[config.mk]
export PLATFORM = sky130hd
export DESIGN_NAME = bcd_countdown_timer_flat
export DESIGN_NICKNAME = d
export VERILOG_FILES = /design/src/rtl/bcd_countdown_timer_if.sv /design/src/rtl/bcd_countdown_timer.sv /design/src/flat_wrapper.sv
export SDC_FILE = /design/constraint.sdc
export NUM_CORES = 1
export LEC_CHECK = 0
export BUFFER_PORTS_ARGS = -buffer_cell sky130_fd_sc_hd__buf_2
export CAP_MARGIN = 15
export CORE_ASPECT_RATIO = 1.1
export CORE_MARGIN = 1.5
export CORE_UTILIZATION = 30
export CTS_BUF_LIST = sky130_fd_sc_hd__clkbuf_4
export DETAILED_ROUTE_END_ITERATION = 7
export GPL_TIMING_DRIVEN = 0
export HOLD_SLACK_MARGIN = 0.05
export PLACE_DENSITY_LB_ADDON = 0.15
export SLEW_MARGIN = 25
export SYNTH_ARGS = -nofsm -noshare
export SYNTH_HDL_FRONTEND = slang
export SYNTH_SLANG_ARGS = --single-unit
export TNS_END_PERCENT = 30
[constraint.sdc]
create_clock -name clk -period 6.54 [get_ports clk]
set_input_delay 0.327 -clock clk [delete_from_list [all_inputs] [get_ports clk]]
set_output_delay 0.327 -clock clk [all_outputs]
set_load 0.01 [all_outputs]
[src/rtl/bcd_countdown_timer_if.sv]
// Keypad/control inputs and BCD display/status outputs of the microwave countdown core.
// The master side is the controller or bench; the slave side is the timer.
interface bcd_countdown_timer_if;
  logic       Load;
  logic [3:0] D;
  logic       Clear;
  logic       Start;
  logic       Stop;
  logic       DoorClosed;
  logic [3:0] Minutes;
  logic [3:0] TenSec;
  logic [3:0] Sec;
  logic       Running;
  logic       Zero;
  logic       Done;

  modport master (
    output Load, D, Clear, Start, Stop, DoorClosed,
    input  Minutes, TenSec, Sec, Running, Zero, Done
  );

  modport slave (
    input  Load, D, Clear, Start, Stop, DoorClosed,
    output Minutes, TenSec, Sec, Running, Zero, Done
  );
endinterface

[src/rtl/bcd_countdown_timer.sv]
// Three-digit BCD countdown (M:TS) with keypad entry, one-second prescaler,
// pause/resume on Stop or door open, and a one-cycle Done pulse at 0:00.
module bcd_countdown_timer #(
  parameter int TICKS_PER_SEC = 100
) (
  input  logic                    clk,
  input  logic                    reset,
  bcd_countdown_timer_if.slave    bus
);

  localparam int             PW   = $clog2(TICKS_PER_SEC);
  localparam logic [PW-1:0]  LAST = PW'(TICKS_PER_SEC - 1);

  localparam logic [1:0] S_IDLE  = 2'd0;
  localparam logic [1:0] S_RUN   = 2'd1;
  localparam logic [1:0] S_PAUSE = 2'd2;

  logic [1:0]    state_q, state_n;
  logic [3:0]    min_q, ten_q, sec_q;
  logic [3:0]    min_n, ten_n, sec_n;
  logic [PW-1:0] presc_q, presc_n;
  logic          running_q;
  logic          done_q, done_n;
  logic          zero;
  logic          tick;
  logic [11:0]   dec_time;

  // Borrow chain wraps seconds to 9 and tens to 5, so 1:00 -> 0:59 while an
  // entered 0:90 simply counts down to 0:89.
  function automatic logic [11:0] bcd_dec(input logic [11:0] t);
    logic [3:0] m, ts, s;
    {m, ts, s} = t;
    if (s != 4'd0) begin
      s = s - 4'd1;
    end else begin
      s = 4'd9;
      if (ts != 4'd0) begin
        ts = ts - 4'd1;
      end else begin
        ts = 4'd5;
        m  = m - 4'd1;
      end
    end
    return {m, ts, s};
  endfunction

  assign zero     = (min_q == 4'd0) && (ten_q == 4'd0) && (sec_q == 4'd0);
  assign tick     = (presc_q == LAST);
  assign dec_time = bcd_dec({min_q, ten_q, sec_q});

  always_comb begin
    state_n = state_q;
    min_n   = min_q;
    ten_n   = ten_q;
    sec_n   = sec_q;
    presc_n = presc_q;
    done_n  = 1'b0;
    case (state_q)
      S_IDLE: begin
        if (bus.Stop) begin
          {min_n, ten_n, sec_n} = 12'd0;
        end else if (bus.Start && bus.DoorClosed && !zero) begin
          state_n = S_RUN;
          presc_n = '0;
        end else if (bus.Clear) begin
          {min_n, ten_n, sec_n} = 12'd0;
        end else if (bus.Load && (bus.D <= 4'd9)) begin
          {min_n, ten_n, sec_n} = {ten_q, sec_q, bus.D};
        end
      end
      S_RUN: begin
        // Pausing freezes the prescaler so a resume finishes the partial second.
        if (bus.Stop || !bus.DoorClosed) begin
          state_n = S_PAUSE;
        end else if (tick) begin
          presc_n = '0;
          {min_n, ten_n, sec_n} = dec_time;
          if (dec_time == 12'd0) begin
            state_n = S_IDLE;
            done_n  = 1'b1;
          end
        end else begin
          presc_n = presc_q + 1'b1;
        end
      end
      S_PAUSE: begin
        if (bus.Stop) begin
          state_n = S_IDLE;
          presc_n = '0;
          {min_n, ten_n, sec_n} = 12'd0;
        end else if (bus.Start && bus.DoorClosed) begin
          state_n = S_RUN;
        end
      end
      default: begin
        state_n = S_IDLE;
        presc_n = '0;
      end
    endcase
  end

  always_ff @(posedge clk or posedge reset) begin
    if (reset) begin
      state_q   <= S_IDLE;
      min_q     <= 4'd0;
      ten_q     <= 4'd0;
      sec_q     <= 4'd0;
      presc_q   <= '0;
      running_q <= 1'b0;
      done_q    <= 1'b0;
    end else begin
      state_q   <= state_n;
      min_q     <= min_n;
      ten_q     <= ten_n;
      sec_q     <= sec_n;
      presc_q   <= presc_n;
      running_q <= (state_n == S_RUN);
      done_q    <= done_n;
    end
  end

  assign bus.Minutes = min_q;
  assign bus.TenSec  = ten_q;
  assign bus.Sec     = sec_q;
  assign bus.Running = running_q;
  assign bus.Zero    = zero;
  assign bus.Done    = done_q;

endmodule

[src/flat_wrapper.sv]
// flat-port wrapper written by rule: the top's interface ports become plain ports
module bcd_countdown_timer_flat 
#(
  parameter int TICKS_PER_SEC = 100
)
  (clk, reset, bus_Load, bus_D, bus_Clear, bus_Start, bus_Stop, bus_DoorClosed, bus_Minutes, bus_TenSec, bus_Sec, bus_Running, bus_Zero, bus_Done);
  bcd_countdown_timer_if bus_i ();
  input  logic clk;
  input  logic reset;
  input wire logic [$bits(bus_i.Load)-1:0] bus_Load;
  input wire logic [$bits(bus_i.D)-1:0] bus_D;
  input wire logic [$bits(bus_i.Clear)-1:0] bus_Clear;
  input wire logic [$bits(bus_i.Start)-1:0] bus_Start;
  input wire logic [$bits(bus_i.Stop)-1:0] bus_Stop;
  input wire logic [$bits(bus_i.DoorClosed)-1:0] bus_DoorClosed;
  output wire logic [$bits(bus_i.Minutes)-1:0] bus_Minutes;
  output wire logic [$bits(bus_i.TenSec)-1:0] bus_TenSec;
  output wire logic [$bits(bus_i.Sec)-1:0] bus_Sec;
  output wire logic [$bits(bus_i.Running)-1:0] bus_Running;
  output wire logic [$bits(bus_i.Zero)-1:0] bus_Zero;
  output wire logic [$bits(bus_i.Done)-1:0] bus_Done;
  assign bus_i.Load = bus_Load;
  assign bus_i.D = bus_D;
  assign bus_i.Clear = bus_Clear;
  assign bus_i.Start = bus_Start;
  assign bus_i.Stop = bus_Stop;
  assign bus_i.DoorClosed = bus_DoorClosed;
  assign bus_Minutes = bus_i.Minutes;
  assign bus_TenSec = bus_i.TenSec;
  assign bus_Sec = bus_i.Sec;
  assign bus_Running = bus_i.Running;
  assign bus_Zero = bus_i.Zero;
  assign bus_Done = bus_i.Done;
  bcd_countdown_timer #(.TICKS_PER_SEC(TICKS_PER_SEC)) u_core (.clk(clk), .reset(reset), .bus(bus_i));
endmodule
==> results.rst <==
.. list-table::
   :header-rows: 1

   * - Metric
     - Value
   * - Maximum capacitance violations
     - 0
   * - Core area
     - between 4000 and 5000 um2
   * - End of the worst register-to-register path
     - u_core.bus.TenSec[1]$_DFFE_PP0P_
   * - Cell at the slowest stage of the critical path
     - or4_4
   * - Period minus WS final
     - 2.53 ns
   * - Total wirelength of the detailed-routed design
     - 4.00 mm
   * - Count of cells resized by post-cts repair
     - 0
   * - Final std cells w/o fill
     - approximately 270
   * - Count of final setup violators
     - 0
   * - Number of buffers inserted for hold repair after clock tree synthesis
     - 0
   * - Skew final
     - between 0.01 and 0.015 ns
   * - Cell chosen for the clock root
     - clkbuf_4
   * - Flops & latches, synth
     - 23
   * - Count of cells along the worst register-to-register path
     - 8
   * - Clock-pin slew on the worst setup and hold paths
     - 0.15 ns
   * - Reg-to-reg setup timing slack
     - approximately 4.0 ns
   * - Sequential cell fraction of total power
     - 0.292
   * - Number of nets at the end of the flow
     - around 230
   * - Die X
     - roughly 70 um
   * - Worst Setup End Kind
     - flip-flop
   * - Yosys cell types
     - 45
   * - CTS tree
     - done
   * - Yosys warning count
     - 0
   * - Slew @ Worst Pin
     - ~0.52 ns
   * - Switching portion of total power
     - 0.502
   * - Clock latency of the later-clocked register in the worst-skew pair
     - 0.32 ns
   * - # diodes
     - 0
   * - Number of vias per cell after detailed routing
     - about 5.4
   * - Number of instances in the synthesized netlist
     - ~180
   * - Number of failing hold endpoints at the final stage
     - 0
   * - Violation count after the first detailed-route iteration
     - 77
   * - Maximum number of buffers from clock root to sink
     - 2
   * - Pwr dens
     - ~440 nW/um2
   * - Leakage power total
     - ~0.8 nW
   * - Site row count
     - 27
   * - Power spent charging and discharging nets
     - between 0.3 and 0.4 mW
   * - Pins Over Slew Limit
     - 0
   * - Effective utilization at floorplan
     - 0.308
   * - Maximum fanout encountered on the critical timing path
     - 10
   * - Number of setup buffers added after CTS
     - 0
   * - Cell-by-cell listing of the critical path
     - buf_2, or4_4, nor4_4, nor2_1, nand3b_4, clkbuf_1, o21ai_0, o21ai_0
   * - Final ANT Viol Nets
     - 0
   * - Final worst path period share
     - 0.386
   * - Number of enable-type register cells in the synthesized netlist
     - 0
   * - Most prevalent standard cell on the critical path
     - o21ai_0
   * - Share of synthesized area occupied by flip-flops and latches
     - 0.376
   * - Internal power contribution
     - around 0.39 mW
   * - Reg-to-reg startpoint
     - u_core.bus.Sec[0]$_DFFE_PP0P_
   * - Share of synthesized registers carrying an async set or reset
     - 1.00
   * - Count of unresolved DRC violations after routing
     - 0
   * - Total nets after synthesis
     - 199
   * - Share of power burned in the clock network
     - 0.092
   * - Combinational Power Share
     - 0.615
   * - Hpwl dp
     - roughly 2.9 mm
   * - Filler Cells Inserted
     - 537
   * - Final core occ
     - 0.353
   * - Number of antenna violations at the first check in global routing
     - 0
   * - Number of sinks driven by the clock tree
     - 23
   * - Combined area of all synthesized cells
     - around 1500 um2
   * - CP peak stage delay
     - around 0.61 ns
   * - Port-buffer cells
     - 25
   * - Average footprint of a synthesized cell
     - approximately 8.4 um2
   * - Number of top-level pins
     - 26
   * - Number of buffers created by CTS
     - 3
   * - Critical path's top delay family
     - simple AND/OR/NAND/NOR gates
   * - Level count of the clock H-tree
     - 1
   * - GRT Residual Overflow
     - 0
   * - Routed vias
     - roughly 1,400
   * - Pre-Repair DR Iteration Count
     - 4
   * - Maximum number of pins on one net before global-route repair
     - 24
   * - Floorplan die area
     - around 5500 um2
   * - Routability congestion estimate
     - approximately 0.74
   * - Kind of start point of the critical path
     - flip-flop
   * - Detail-routed net length per standard cell
     - 14.9 um
   * - Headroom to the max-slew limit
     - 0.652
   * - Peak ir drop on the vdd network
     - 0.149 mV
   * - Fraction of final layout cells with drive strength greater than 1
     - 0.190
   * - Total Routing Usage GR
     - 0.152
   * - Commonest cells after routing, fill and taps aside
     - buf_2 (26), nor2_1 (25), o21ai_0 (25), dfrtp_1 (23), a21oi_1 (15)
   * - Via count of the first global-routing pass
     - 1,425
   * - Area of placed instances
     - approximately 1700 um2
   * - Most used DFF post-synth
     - dfrtp_1
   * - Tightest Hold Check Type
     - in2async
   * - Worst path buffer plus inverter count
     - 2
   * - Fmax
     - approximately 0.4 GHz
   * - WP data required
     - about 6.7 ns
   * - Die height
     - just under 80 um
   * - Start-to-end type of the worst setup path
     - reg2reg
   * - Wire length of the first global-routing pass
     - between 6 and 7 mm
   * - Layout Area Growth over Synthesis
     - 14.7%
   * - Most common library cell in the layout ignoring fill and taps
     - buf_2
   * - Unrepaired setup endpoints after global routing
     - no
   * - Run status
     - complete, no violations
   * - Arrival time of data at the critical path endpoint
     - 2.72 ns
   * - Total negative slack for setup checks
     - 0 ns
   * - Summed area of non-filler cells in the final layout
     - around 1800 um2
   * - Cell count after placement
     - between 200 and 300
logic make-up (layout without fill, tap and decap cells):
kind of cell | count (synthesis) | after routing | share of synthesized area
AND/OR/NAND/NOR | 74 | 74 | 0.282
AO/OA/AOI/OAI | 61 | 61 | 0.241
flip-flops | 23 | 23 | 0.376
buffers and inverters | 16 | 45 | 0.0426
adder cells (fa/ha/maj) | 7 | 7 | 0.0573
Yosys cell counts, types with 2 or more instances:
cell / count / area (um2)
nor2_1: 25 / 93.8
o21ai_0: 25 / 125
dfrtp_1: 23 / 576
a21oi_1: 15 / 75.1
nand2_1: 10 / 37.5
inv_1: 9 / 33.8
ha_1: 7 / 87.6
and3_1: 5 / 31.3
clkbuf_1: 5 / 18.8
nand3_1: 5 / 25.0
nor3_1: 5 / 25.0
nand2b_1: 3 / 18.8
nor2b_1: 3 / 18.8
o31ai_1: 3 / 22.5
a211oi_1: 2 / 15.0
nand4b_1: 2 / 17.5
nor4_1: 2 / 12.5
o2bb2ai_1: 2 / 17.5
or2_2: 2 / 12.5
or3_1: 2 / 12.5
or4_4: 2 / 22.5
per-stage QoR:
step	power, mW	hold WS, ns	setup WS, ns
CTS	0.788	0.229	3.99
floorplan	0.566	0.329	4.24
global placement	0.715	0.481	4.00
global route	0.854	0.0628	3.81
detailed placement	0.709	0.483	4.02
finish	0.778	0.00597	4.01
worst reg2reg max path: stages, from the launching register on:
cell      delay [ns]
dfrtp_1         0.40
buf_2           0.18
or4_4           0.61
nor4_4          0.35
nor2_1          0.13
nand3b_4        0.20
clkbuf_1        0.24
o21ai_0         0.19
o21ai_0         0.10
state kept, by name, summed over array words and instances, names as in the netlist:
name,cells
u_core.state_q,2
u_core.bus.Sec,4
u_core.bus.Minutes,4
u_core.bus.TenSec,4
u_core.bus.Running,1
u_core.bus.Done,1
u_core.presc_q,7
layout make-up:
type / count / area [um2] / area share
multi-input cells: 142 / 888 / 0.506
flip-flops and latches: 23 / 576 / 0.328
plain buffers: 7 / 31.3 / 0.0178
well taps: 58 / 72.6 / 0.0414
repair buffers: 25 / 125 / 0.0713
clock inverters: 1 / 5.00 / 0.00285
inverters: 9 / 33.8 / 0.0193
clock buffers: 3 / 22.5 / 0.0128
metal layers:
| metal | part of all wire | track usage | vias to the layer above |
|---|---|---|---|
| met4 | 0.0088 | 0.0547 | 0 |
| met3 | 0.042 | 0.0195 | 4 |
| met5 | 0 | 0 | - |
| li1 | - | - | 719 |
| met1 | 0.46 | 0.199 | 679 |
| met2 | 0.49 | 0.256 | 39 |
how the worst max path moves through the flow:
stage                     slack, ns                                 to  cells past startpoint                     startpoint
after CTS                      3.99   u_core.bus.TenSec[2]$_DFFE_PP0P_                      8  u_core.bus.Sec[0]$_DFFE_PP0P_
after global placement         4.00   u_core.bus.TenSec[2]$_DFFE_PP0P_                      8  u_core.bus.Sec[0]$_DFFE_PP0P_
final                          4.01   u_core.bus.TenSec[1]$_DFFE_PP0P_                      8  u_core.bus.Sec[0]$_DFFE_PP0P_
after global routing           3.81   u_core.bus.TenSec[1]$_DFFE_PP0P_                      8  u_core.bus.Sec[0]$_DFFE_PP0P_
after detailed placement       4.02   u_core.bus.TenSec[2]$_DFFE_PP0P_                      8  u_core.bus.Sec[0]$_DFFE_PP0P_
after floorplan                4.24  u_core.bus.Minutes[2]$_DFFE_PP0P_                      8  u_core.bus.Sec[0]$_DFFE_PP0P_
power groups by stage:
stage | Sequential [mW] | Combinational [mW] | Clock, mW
final | 0.227 | 0.479 | 0.0718
after CTS | 0.227 | 0.482 | 0.0784
after global placement | 0.232 | 0.483 | 0
after floorplan | 0.232 | 0.334 | 0
after detailed placement | 0.230 | 0.479 | 0
after global routing | 0.236 | 0.536 | 0.0817
No activity file was read; power rests on OpenSTA's default activity.
